**src/rtl/hyperbus_wb_bridge.sv**
```systemverilog
// Purpose: Wishbone B4 classic 32-bit slave that turns each bus cycle into one
//          single-word command on the user side of the Hyperbus dual-port FIFO block.
// Latency: write ack >= 2 cycles after acceptance (1 cycle after fifo_wrq);
//          read ack 1 cycle after fifo_rx_valid.
// Backpressure: one transaction outstanding; writes stall until the TX path is
//          drained and the holdoff has expired, reads stall until fifo_rx_valid.
//
// Ports:
//   clk, rst                      user clock, synchronous active-high reset
//   wb_*                          Wishbone B4 classic slave (byte address in)
//   fifo_rrq / fifo_wrq           one-cycle read / write command pulses
//   fifo_adr_o, fifo_tx_dat_o     command address and write data, held between commands
//   fifo_tx_ready                 TX FIFO empty flag (crosses a CDC, hence the holdoff)
//   fifo_rx_dat_i, fifo_rx_valid  returning read word and its one-cycle strobe
//
// Optional feature: define HYPERBUS_WB_TIMEOUT_EN to give up on a read after
// TIMEOUT_CYCLES cycles in RD_WAIT (wb_err_o pulse, wb_dat_o = 32'hDEAD_BEEF).

module hyperbus_wb_bridge #(
    parameter int WB_ADDR_WIDTH   = 32,
    parameter int FIFO_ADDR_WIDTH = 32,
    parameter int DATA_WIDTH      = 32,
    parameter int ADDR_SHIFT      = 1,
    parameter int WR_HOLDOFF      = 4,
    parameter int TIMEOUT_CYCLES  = 1024
) (
    input  logic                       clk,
    input  logic                       rst,
    input  logic [WB_ADDR_WIDTH-1:0]   wb_adr_i,
    input  logic [DATA_WIDTH-1:0]      wb_dat_i,
    output logic [DATA_WIDTH-1:0]      wb_dat_o,
    input  logic [DATA_WIDTH/8-1:0]    wb_sel_i,
    input  logic                       wb_we_i,
    input  logic                       wb_cyc_i,
    input  logic                       wb_stb_i,
    output logic                       wb_ack_o,
    output logic                       wb_err_o,
    output logic                       fifo_rrq,
    output logic                       fifo_wrq,
    output logic [FIFO_ADDR_WIDTH-1:0] fifo_adr_o,
    output logic [DATA_WIDTH-1:0]      fifo_tx_dat_o,
    input  logic                       fifo_tx_ready,
    input  logic [DATA_WIDTH-1:0]      fifo_rx_dat_i,
    input  logic                       fifo_rx_valid
);

`ifdef HYPERBUS_WB_TIMEOUT_EN
    localparam bit TIMEOUT_EN = 1'b1;
`else
    localparam bit TIMEOUT_EN = 1'b0;
`endif

    localparam int HO_W = (WR_HOLDOFF < 1) ? 1 : $clog2(WR_HOLDOFF + 1);
    localparam int TO_W = (TIMEOUT_CYCLES < 1) ? 1 : $clog2(TIMEOUT_CYCLES + 1);

    typedef enum logic [1:0] {
        IDLE    = 2'd0,
        WR_WAIT = 2'd1,
        RD_WAIT = 2'd2,
        ACK     = 2'd3
    } state_t;

    state_t                     state_q, state_d;
    logic [HO_W-1:0]            holdoff_q, holdoff_d;
    logic [TO_W-1:0]            to_cnt_q, to_cnt_d;
    logic                       ack_q, ack_d;
    logic                       err_q, err_d;
    logic                       rrq_q, rrq_d;
    logic [FIFO_ADDR_WIDTH-1:0] adr_q, adr_d;
    logic [DATA_WIDTH-1:0]      tx_dat_q, tx_dat_d;
    logic [DATA_WIDTH-1:0]      rd_dat_q, rd_dat_d;

    logic req;
    logic tx_ok;
    logic wrq;

    always_comb begin
        state_d  = state_q;
        to_cnt_d = '0;
        ack_d    = 1'b0;
        err_d    = 1'b0;
        rrq_d    = 1'b0;
        adr_d    = adr_q;
        tx_dat_d = tx_dat_q;
        rd_dat_d = rd_dat_q;
        wrq      = 1'b0;

        req   = wb_cyc_i & wb_stb_i;
        // The TX-empty flag lags a fresh command through the CDC, so it is
        // not trusted until the holdoff has run out.
        tx_ok = fifo_tx_ready & (holdoff_q == '0);

        unique case (state_q)
            IDLE: begin
                // A timeout error is signalled from IDLE; the master still has
                // stb up during that cycle, so do not accept it as a new request.
                if (req && !ack_q && !err_q) begin
                    adr_d = FIFO_ADDR_WIDTH'(wb_adr_i >> ADDR_SHIFT);
                    if (!(&wb_sel_i)) begin
                        err_d   = 1'b1;
                        state_d = ACK;
                    end else if (wb_we_i) begin
                        tx_dat_d = wb_dat_i;
                        state_d  = WR_WAIT;
                    end else begin
                        rrq_d   = 1'b1;
                        state_d = RD_WAIT;
                    end
                end
            end

            WR_WAIT: begin
                // Nothing has been sent yet, so an aborted write is simply dropped.
                if (!wb_cyc_i) begin
                    state_d = IDLE;
                end else if (tx_ok) begin
                    wrq     = 1'b1;
                    ack_d   = 1'b1;
                    state_d = ACK;
                end
            end

            RD_WAIT: begin
                // The read command is already in flight even if the master
                // aborted, so always wait for (and consume) the returning word.
                if (fifo_rx_valid) begin
                    rd_dat_d = fifo_rx_dat_i;
                    ack_d    = wb_cyc_i;
                    state_d  = ACK;
                end else if (TIMEOUT_EN && (to_cnt_q == TO_W'(TIMEOUT_CYCLES - 1))) begin
                    err_d    = wb_cyc_i;
                    rd_dat_d = DATA_WIDTH'(32'hDEAD_BEEF);
                    state_d  = IDLE;
                end else if (TIMEOUT_EN) begin
                    to_cnt_d = to_cnt_q + TO_W'(1);
                end
            end

            ACK: begin
                state_d = IDLE;
            end

            default: begin
                state_d = IDLE;
            end
        endcase

        // Every command issue restarts the holdoff; otherwise count down to 0.
        if (wrq || rrq_q) begin
            holdoff_d = HO_W'(WR_HOLDOFF);
        end else if (holdoff_q != '0) begin
            holdoff_d = holdoff_q - HO_W'(1);
        end else begin
            holdoff_d = holdoff_q;
        end
    end

    always_ff @(posedge clk) begin
        if (rst) begin
            state_q   <= IDLE;
            holdoff_q <= HO_W'(WR_HOLDOFF);
            to_cnt_q  <= '0;
            ack_q     <= 1'b0;
            err_q     <= 1'b0;
            rrq_q     <= 1'b0;
            adr_q     <= '0;
            tx_dat_q  <= '0;
            rd_dat_q  <= '0;
        end else begin
            state_q   <= state_d;
            holdoff_q <= holdoff_d;
            to_cnt_q  <= to_cnt_d;
            ack_q     <= ack_d;
            err_q     <= err_d;
            rrq_q     <= rrq_d;
            adr_q     <= adr_d;
            tx_dat_q  <= tx_dat_d;
            rd_dat_q  <= rd_dat_d;
        end
    end

    // fifo_wrq is decoded from WR_WAIT so the ack (registered on entry to
    // ACK) lands exactly one cycle after the write command.
    assign fifo_wrq      = wrq;
    assign fifo_rrq      = rrq_q;
    assign fifo_adr_o    = adr_q;
    assign fifo_tx_dat_o = tx_dat_q;
    assign wb_dat_o      = rd_dat_q;
    assign wb_ack_o      = ack_q;
    assign wb_err_o      = err_q;

endmodule
```
**config.mk**
```make
export PLATFORM = sky130hd
export DESIGN_NAME = hyperbus_wb_bridge
export DESIGN_NICKNAME = d
export VERILOG_FILES = /design/src/rtl/hyperbus_wb_bridge.sv
export SDC_FILE = /design/constraint.sdc
export NUM_CORES = 1
export LEC_CHECK = 0
export ABC_AREA = 1
export BUFFER_PORTS_ARGS = -buffer_cell sky130_fd_sc_hd__buf_2
export CORE_MARGIN = 2
export CORE_UTILIZATION = 35
export CTS_BUF_LIST = sky130_fd_sc_hd__clkbuf_2
export CTS_CLUSTER_SIZE = 24
export DETAILED_ROUTE_END_ITERATION = 8
export PLACE_DENSITY = 0.68
export SLEW_MARGIN = 15
export SYNTH_ARGS = -nofsm -noshare
export SYNTH_HDL_FRONTEND = slang
export SYNTH_SLANG_ARGS = --single-unit
```
**constraint.sdc**
```tcl
create_clock -name clk -period 4.7 [get_ports clk]
set_clock_uncertainty 0.2 [all_clocks]
set_input_delay 1.175 -clock clk [delete_from_list [all_inputs] [get_ports clk]]
set_output_delay 1.175 -clock clk [all_outputs]
set_load 0.05 [all_outputs]
```
---- After elaboration in Yosys (flattened, before gate mapping) ----
Cells that the tools add are included.
storage, ports and cells
  register bits after elaboration ......... 103
  input port bits ......................... 107
  output and inout port bits .............. 100
  word-level logic and storage cells ...... 50
operators by class
  $add $sub $neg .......................... 1
  equal/unequal tests ..................... 6
  mux-type cells .......................... 14
  bitwise logic cells ..................... 5
  reduce and logical (&&, ||, !) cells .... 16
operator list
  kind                                                 count
  2-to-1 mux 2 bit                                     6
  one-hot mux 2 bit (4 select lines)                   1
  AND reduction 7 bit                                  1
  2-to-1 mux 1 bit                                     6
  equality test 2 bit, second input constant           2
  != test 2 bit, second input constant                 2
  AND reduction 2 bit                                  2
  AND reduction 4 bit                                  1
  OR reduction 4 bit                                   1
  zero test 3 bit                                      1
  != test 3 bit, second input constant                 1
  NOT 1 bit                                            3
  AND reduction 3 bit                                  1
  nonzero test 3 bit                                   1
  OR reduction 3 bit                                   1
  subtractor 3 x 1 -> 3 bit, second input constant     1
  bitwise AND 1 bit                                    2
  equality test 2 x 1 -> 1 bit, second input constant  1
  logical AND 1 bit                                    2
  zero test 1 bit                                      2
  zero test 2 bit                                      1
  one-hot mux 1 bit (2 select lines)                   1
  OR reduction 2 bit                                   1
  logical OR 1 bit                                     1

---- Longest topological paths before layout ----
Gate-level depths: netlist (run 1).
  depth in word-level cells ............... 7
  depth in mapped cells ................... 9
  depth with buffers taken out ............ 9

---- Worst setup path before layout (run 1) ----
No wires, ideal clock.
  kind .................................... input port to output port
  start point ............................. input port fifo_tx_ready
  end point ............................... output port fifo_wrq
  data arrival time ....................... 1970 ps
  required time ........................... 3325 ps
  setup slack ............................. 1355 ps
  stages .................................. 2
  path through ............................ nand3_1 > nor2_1
on the way
  longest elaborated chain between the ends .. 4
ends and longest elaborated chain
  element            RTL line  text
  start, declared    42        input logic fifo_tx_ready,
  bitwise AND 1 bit  91        tx_ok = fifo_tx_ready & (holdoff_q == '0);
  2-to-1 mux 1 bit   116       end else if (tx_ok) begin
  2-to-1 mux 1 bit   114       if (!wb_cyc_i) begin
  2-to-1 mux 1 bit   93        unique case (state_q)
  end, declared      39        output logic fifo_wrq,
Every way passes these cells.

---- Worst setup path in the final report (run 1) ----
Ends and elaborated chain as after synthesis.

==> results of run 1 <==
[worst max-delay path by stage]
| stage | cells past startpoint | endpoint | slack, ns |
|---|---|---|---|
| floorplan | 2 | fifo_wrq | 1.35 |
| global placement | 4 | fifo_wrq | 1.49 |
| detailed placement | 7 | fifo_tx_dat_o[28] | 1.43 |
| CTS | 5 | fifo_wrq | 1.41 |
| global route | 5 | fifo_wrq | 1.31 |
| finish | 4 | fifo_wrq | 1.49 |
[final cells by class]
class                   instances  area, um^2
clock buffers                  11        55.1
clock inverters                 5        72.6
fillers                      1060        5760
inverters                      43         161
multi-input cells             308        1460
flip-flops and latches        103        2060
well taps                     140         175
repair buffers                207        1040
[flip-flops by register name, indices dropped and copies added (netlist names)]
name,flops
wb_err_o,1
fifo_rrq,1
state_q,2
fifo_tx_dat_o,32
wb_dat_o,32
fifo_adr_o,31
holdoff_q,3
wb_ack_o,1
[placed cells by master, fill, tap and decap left out]
master and count:
nand3_4 1, bufinv_16 2, nand3_1 4, nor2_2 2, nor3_1 34, clkinv_1 2, xor2_1 2, buf_2 204
dfxtp_1 103, o21ai_1 8, inv_2 2, conb_1 1, o21ai_0 87, nand2_1 23, inv_1 41, buf_4 3
ha_1 6, clkinv_2 1, a21oi_1 33, nor2_4 1, o21bai_1 1, nor2_1 104, nand2_2 1, clkbuf_2 11
[worst max-delay path: stages]
cell and delay, ns:
buf_2 0.08, nand3_1 0.10, nor2_1 0.17, buf_2 0.31
[layer usage]
metal,up-vias,wire [um]
met5,-,0
met4,0,115
met3,11,893
met2,150,4580
met1,1708,4470
li1,1935,-
[synth_stat cells, types with 2 or more instances]
master	instances
nor2_1	104
dfxtp_1	103
o21ai_0	87
inv_1	41
nor3_1	34
a21oi_1	33
nand2_1	23
clkbuf_1	20
o21ai_1	8
buf_2	6
ha_1	6
buf_6	5
nand3_1	4
nor2_2	2
xor2_1	2
[power by group]
group / switching [mW] / internal, mW
combinational: 0.690 / 0.236
sequential: 0.0624 / 1.01
clock: 0.277 / 0.176
[kinds of logic after synthesis]
group                      share of synthesized area (%)
AOI/OAI and AO/OA                                   16.8
xor gates and xnor gates                           0.454
adders and majority gates                           1.95
buffers and inverters                               8.67
DFF                                                 53.5
other                                             0.0973
and+or+nand+nor                                     18.5
==> summary.txt, run 1 <==
Yosys cell types -> 24
Port Buffers -> 204
Slew Limit Headroom -> 33.6%
Final Power -> 2.45 mW
Final Wtd Congestion -> 0.792
Post-synth ARST share -> 0%
outcome -> finished clean
Finished Cell Area -> 5030 um^2
placed cell area -> 4900 um^2
Hold Slack -> 0.259 ns
area grow syn2layout -> 30.4%
share of the synthesized area in the top cell type -> 53.5%
Ant. Diodes -> 0
fin worst setup slack -> 1.49 ns
Mapped Area -> 3850 um^2
Clock Tree Root -> clkbuf_2
fmax -> 0.312 GHz
CP Capture Type -> output pin
Pleak -> 2.49 nW
clk sinks -> 103
slew of the pin with the lowest slew margin -> 0.995 ns
Critical Path Start Type -> input port
I/O Pins -> 207
TritonCTS clock tree -> built
r2r endpoint -> fifo_tx_dat_o[27]
Post-Syn Area per Cell -> 7.92 um^2
synth top area cells -> dfxtp_1 (53%), o21ai_0 (11%), nor2_1 (10%), nor3_1 (4.4%), a21oi_1 (4.3%)
Post-synth EDFFs -> 0
dominant cell type by area after synthesis -> dfxtp_1
post-layout minimum cycle time -> 3.21 ns
RSZ-0062 raised after global routing -> false
DP Cell Count -> 801
Core ar. -> 10800 um^2
Crit Path Max Fanout -> 3
global route total overflow -> 0
die width -> 109 um
Hold/Removal Path Class -> flop to flop
Period Utilization, post-route -> 68.3%
met2 Use GR -> 28.0%
DRC Markers -> 0
Post-CTS Hold Buffers -> 0
sequential area share after synthesis -> 53.5%
CP required -> 3.32 ns
hold_sp -> fifo_adr_o[30]
Post-CTS Setup Inserts -> 0
Finish-stage setup viols -> 0
reg2reg start -> state_q[0]
Arr. time, crit path -> 1.83 ns
gr usage total -> 16.3%
DRT antenna net count -> 0
share of layout cells above drive strength 1 -> 33.7%
initial antenna violation count -> 0
synthesized instance count -> 487
final WL -> 10100 um
TritonCTS Buffers -> 9
Yosys warning count -> 0
Reg2Reg Depth -> 6
maximum vdd drop -> 0.213 mV
Util after Layout -> 46.6%
Max Root-Sink Buffers -> 2
busiest grt layer -> met2
met1 usage -> 18.9%
crit path kind -> input port to output pin
Rows -> 38
global-route wire length before repair -> 15400 um
Final #Nets -> 785
Synth Flop Type -> dfxtp_1
H-tree levels -> 3
reg-to-reg slack, setup -> 2.20 ns
vias in the first global route -> 3440
max_cap viols -> 0
drt pass-1 iters -> 4
Final Hold Vio Count -> 0
WHS Endpoint -> fifo_adr_o[30]
die area -> 11900 um^2
Finished Layout Cells -> 817
Syn Nets -> 600
Slew Viols, Final -> 0
Final HPWL DP -> 7140 um
DP Worst Slack -> 1.43 ns
initial core utilization -> 35.7%
Fin Setup TNS -> 0 ns
CP Launch Point -> fifo_tx_ready
DR WL/cell -> 12.3 um
# resized after CTS -> 0
vias -> 3804
pwr dens -> 487 nW/um^2
Clock Latency Late Sink -> 0.54 ns
vias per cell -> 4.66
largest net degree at the start of global routing -> 66
met3 GRT Util -> 4.96%
CTS clk-pin slew, worst paths -> 0.26 ns
Iter 0 DRT Violations -> 278
Die H -> 109 um
post-synthesis register bit count -> 103
Hold Crit Depth -> 2
(Power assumes the default switching activity.)
==> inputs of run 2 (changes only) <==
==> constraint.sdc (replaced) <==
create_clock -name clk -period 3.1 [get_ports clk]
set_clock_uncertainty 0.2 [all_clocks]
set_input_delay 0.775 -clock clk [delete_from_list [all_inputs] [get_ports clk]]
set_output_delay 0.775 -clock clk [all_outputs]
set_load 0.05 [all_outputs]
==> summary.txt, run 2 (synthesis results as in run 1) <==
power share of the clock group -> 16.2%
Slew Limit Headroom -> 53.0%
Ant. Diodes -> 0
max_cap viols -> 0
most frequent cells in the layout -> buf_2 (204), nor2_1 (104), dfxtp_1 (103), o21ai_0 (87), inv_1 (41)
TritonCTS Buffers -> 9
met2 Use GR -> 29.6%
pwr dens -> 718 nW/um^2
CTS clk-pin slew, worst paths -> 0.25 ns
final WL -> 10100 um
Filler cells -> 1069
met3 GRT Util -> 6.04%
die area -> 11900 um^2
Post-CTS Hold Buffers -> 0
clk sinks -> 103
Fin Setup TNS -> 0 ns
Finished Layout Cells -> 820
initial antenna violation count -> 0
crit path kind -> flop to output pin
Finished Cell Area -> 5030 um^2
Clock Latency Late Sink -> 0.53 ns
Seq pwr share -> 44.8%
RSZ-0062 raised after global routing -> false
Finish-stage setup viols -> 0
slowest CP cell -> dfxtp_1
CP Capture Type -> output pin
maximum vdd drop -> 0.328 mV
post-layout minimum cycle time -> 2.76 ns
DR WL/cell -> 12.3 um
Hold/Removal Path Class -> input port to flop
Clock Tree Root -> clkbuf_2
most common library cell in the layout ignoring fill and taps -> buf_2
DRC Markers -> 0
Arr. time, crit path -> 1.78 ns
global route total overflow -> 0
Final Hold Vio Count -> 0
DRT antenna net count -> 0
vias -> 3800
vias per cell -> 4.63
DP Cell Count -> 805
Rows -> 38
met1 usage -> 17.6%
vias in the first global route -> 3582
Post-CTS Setup Inserts -> 0
Pleak -> 2.49 nW
H-tree levels -> 3
share of layout cells above drive strength 1 -> 34.0%
placed cell area -> 4930 um^2
global-route wire length before repair -> 15700 um
footprint of the multi-input gates -> 1460 um^2
Util after Layout -> 46.6%
CP max stage delay -> 0.35 ns
Pint -> 2.06 mW
critical path's top delay family -> buffers and inverters
area grow syn2layout -> 30.5%
Port Buffers -> 204
gr usage total -> 16.6%
outcome -> finished clean
initial core utilization -> 35.7%
TritonCTS clock tree -> built
I/O Pins -> 207
# resized after CTS -> 0
CP required -> 2.12 ns
Final Wtd Congestion -> 0.789
busiest grt layer -> met2
Period Utilization, post-route -> 89.0%
fmax -> 0.363 GHz
cells along the critical path -> inv_1 > ha_1 > nand3_1 > nor2_1 > buf_2
Core ar. -> 10800 um^2
drt pass-1 iters -> 4
Reg area -> 2060 um^2
Max Root-Sink Buffers -> 2
die width -> 109 um
slew of the pin with the lowest slew margin -> 0.703 ns
Iter 0 DRT Violations -> 193
Critical Path Start Type -> flop
largest net degree at the start of global routing -> 67
Slew Viols, Final -> 0
Final HPWL DP -> 7290 um
switching pwr -> 1.55 mW
CP Buf/Inv Count -> 2
Crit Path Max Fanout -> 3
Comb power frac -> 39.0%
sw frac -> 42.8%
Final #Nets -> 789
Die H -> 109 um
[run 2: cell count changes in the layout (fill, tap and decap cells not counted)]
| cell | before | now |
|---|---|---|
| clkbuf_2 | 11 | 10 |
| clkinvlp_4 | 0 | 1 |
| bufinv_16 | 2 | 1 |
| buf_4 | 3 | 7 |
[run 2: metal layers]
metal	share of wire, %	vias to the layer above
met5	0	-
met4	1.7	0
met3	10	16
met2	46	150
met1	42	1691
li1	-	1943
[run 2: per-stage QoR]
step           hold WS, ns  setup slack (ns)  power, mW
5_1_grt              0.100             0.134       3.86
2_1_floorplan        0.254             0.555       2.73
4_1_cts              0.120             0.250       3.67
6_report             0.204             0.342       3.61
3_3_place_gp         0.229             0.622       3.02
3_5_place_dp         0.233             0.493       3.06
[run 2: power groups by stage]
stage / registers, mW / logic (mW) / clock network [mW]
4_1_cts: 1.62 / 1.42 / 0.629
3_3_place_gp: 1.64 / 1.39 / 0
6_report: 1.62 / 1.41 / 0.584
5_1_grt: 1.64 / 1.54 / 0.676
2_1_floorplan: 2.24 / 0.490 / 0
3_5_place_dp: 1.65 / 1.42 / 0
[run 2: path summary, 6_finish.rpt]
check | start | to | slack [ns] | cells after the start
min | rst | fifo_rrq | 0.20 | 2
min reg2reg | fifo_adr_o[17] | fifo_adr_o[17] | 0.26 | 2
max | holdoff_q[0] | fifo_wrq | 0.34 | 5
max reg2reg | state_q[1] | fifo_tx_dat_o[15] | 0.80 | 6
[run 2: cell type report]
cell class | count | area share (%)
clock inverter | 5 | 0.995
inverter | 43 | 3.21
clock buffer | 10 | 0.995
sequential | 103 | 41.0
tap | 140 | 3.48
timing repair buffer | 211 | 21.3
multi-input combinational | 308 | 29.0
==> inputs of run 3 (changes only) <==
--- a/config.mk
+++ b/config.mk
@@ -12,6 +12,7 @@
 export CTS_BUF_LIST = sky130_fd_sc_hd__clkbuf_2
 export CTS_CLUSTER_SIZE = 24
 export DETAILED_ROUTE_END_ITERATION = 8
+export GPL_TIMING_DRIVEN = 1
 export PLACE_DENSITY = 0.68
 export SLEW_MARGIN = 15
 export SYNTH_ARGS = -nofsm -noshare
==> constraint.sdc (replaced) <==
create_clock -name clk -period 3.5 [get_ports clk]
set_clock_uncertainty 0.2 [all_clocks]
set_input_delay 0.875 -clock clk [delete_from_list [all_inputs] [get_ports clk]]
set_output_delay 0.875 -clock clk [all_outputs]
set_load 0.05 [all_outputs]
==> summary.txt, run 3 (synthesis results as in run 1) <==
# resized after CTS -> 0
vias -> 3795
Slew Limit Headroom -> 42.1%
Pint -> 1.91 mW
Final Wtd Congestion -> 0.765
DR WL/cell -> 12.4 um
CP Capture Type -> output pin
Critical Path Start Type -> flop
fmax -> 0.341 GHz
Ant. Diodes -> 0
H-tree levels -> 3
sw frac -> 42.1%
maximum vdd drop -> 0.306 mV
power share of the clock group -> 18.3%
TritonCTS Buffers -> 9
CP required -> 2.42 ns
CTS clk-pin slew, worst paths -> 0.24 ns
Seq pwr share -> 43.5%
Core ar. -> 10800 um^2
Reg area -> 2060 um^2
Post-CTS Hold Buffers -> 0
Crit Path Max Fanout -> 3
most common library cell in the layout ignoring fill and taps -> buf_2
Hold Slack -> 0.258 ns
Pleak -> 2.51 nW
Period Utilization, post-route -> 83.7%
Fin Setup TNS -> 0 ns
Slew Viols, Final -> 0
largest net degree at the start of global routing -> 97
vias in the first global route -> 3413
footprint of the multi-input gates -> 1460 um^2
gr usage total -> 16.6%
switching pwr -> 1.39 mW
crit path kind -> flop to output pin
Final #Nets -> 787
placed cell area -> 4940 um^2
outcome -> finished clean
critical path's top delay family -> buffers and inverters
global route total overflow -> 0
Clock Latency Late Sink -> 0.58 ns
Die H -> 109 um
final WL -> 10100 um
Clock Tree Root -> clkbuf_2
max_cap viols -> 0
Comb power frac -> 38.2%
CP Buf/Inv Count -> 2
slew of the pin with the lowest slew margin -> 0.868 ns
Arr. time, crit path -> 1.85 ns
global-route wire length before repair -> 15400 um
post-layout minimum cycle time -> 2.93 ns
die area -> 11900 um^2
I/O Pins -> 207
DRC Markers -> 0
Port Buffers -> 204
Final HPWL DP -> 7200 um
Hold/Removal Path Class -> flop to flop
vias per cell -> 4.64
cells along the critical path -> inv_1 > ha_1 > nand3_1 > nor2_1 > buf_2
reg-to-reg slack, setup -> 1.19 ns
most frequent cells in the layout -> buf_2 (204), nor2_1 (104), dfxtp_1 (103), o21ai_0 (87), inv_1 (41)
Filler cells -> 1066
initial antenna violation count -> 0
clk sinks -> 103
Util after Layout -> 46.9%
Finished Cell Area -> 5060 um^2
initial core utilization -> 35.7%
Rows -> 38
TritonCTS clock tree -> built
die width -> 109 um
Post-CTS Setup Inserts -> 0
RSZ-0062 raised after global routing -> false
slowest CP cell -> dfxtp_1
Final Hold Vio Count -> 0
pwr dens -> 651 nW/um^2
drt pass-1 iters -> 4
DRT antenna net count -> 0
Iter 0 DRT Violations -> 288
CP max stage delay -> 0.36 ns
Max Root-Sink Buffers -> 2
share of layout cells above drive strength 1 -> 33.9%
area grow syn2layout -> 31.4%
Finish-stage setup viols -> 0
run 3: path summary, 6_finish.rpt:
| kind | from | cells past startpoint | to |
|---|---|---|---|
| max reg2reg | state_q[0] | 8 | wb_dat_o[20] |
| min | fifo_adr_o[13] | 2 | fifo_adr_o[13] |
| max | holdoff_q[0] | 5 | fifo_wrq |
| min reg2reg | fifo_adr_o[13] | 2 | fifo_adr_o[13] |
run 3: area by class of cell:
class                      instances  share of cell area [%]
multi-input combinational        308                    28.8
timing repair buffer             209                    21.4
clock buffer                      10                   0.988
sequential                       103                    40.7
tap                              140                    3.46
clock inverter                     5                    1.46
inverter                          43                    3.19
run 3: metal layers:
layer / vias up / share of wire (%) / global-route usage, %
met4: 0 / 2.1 / 8.15
met5: - / 0 / 0
met3: 14 / 10 / 5.20
met2: 159 / 46 / 28.4
li1: 1943 / - / -
met1: 1679 / 42 / 18.6
run 3: power by group through the flow:
stage | logic, mW | registers (mW) | clock network (mW)
4_1_cts | 1.26 | 1.43 | 0.642
2_1_floorplan | 0.434 | 1.98 | 0
6_report | 1.26 | 1.43 | 0.604
5_1_grt | 1.37 | 1.46 | 0.674
3_5_place_dp | 1.26 | 1.46 | 0
3_3_place_gp | 1.24 | 1.45 | 0
run 3: tightest hold or removal path: stages, from the launching register on:
cell,delay (ns)
dfxtp_1,0.36
inv_1,0.04
a21oi_1,0.05
run 3: stage by stage:
step | setup slack, ns | power, mW | std cells
final | 0.571 | 3.29 | 818
after floorplan | 0.755 | 2.42 | 487
after detailed placement | 0.892 | 2.72 | 803
after CTS | 0.488 | 3.34 | 818
after global routing | 0.409 | 3.50 | 818
after global placement | 0.896 | 2.69 | 803
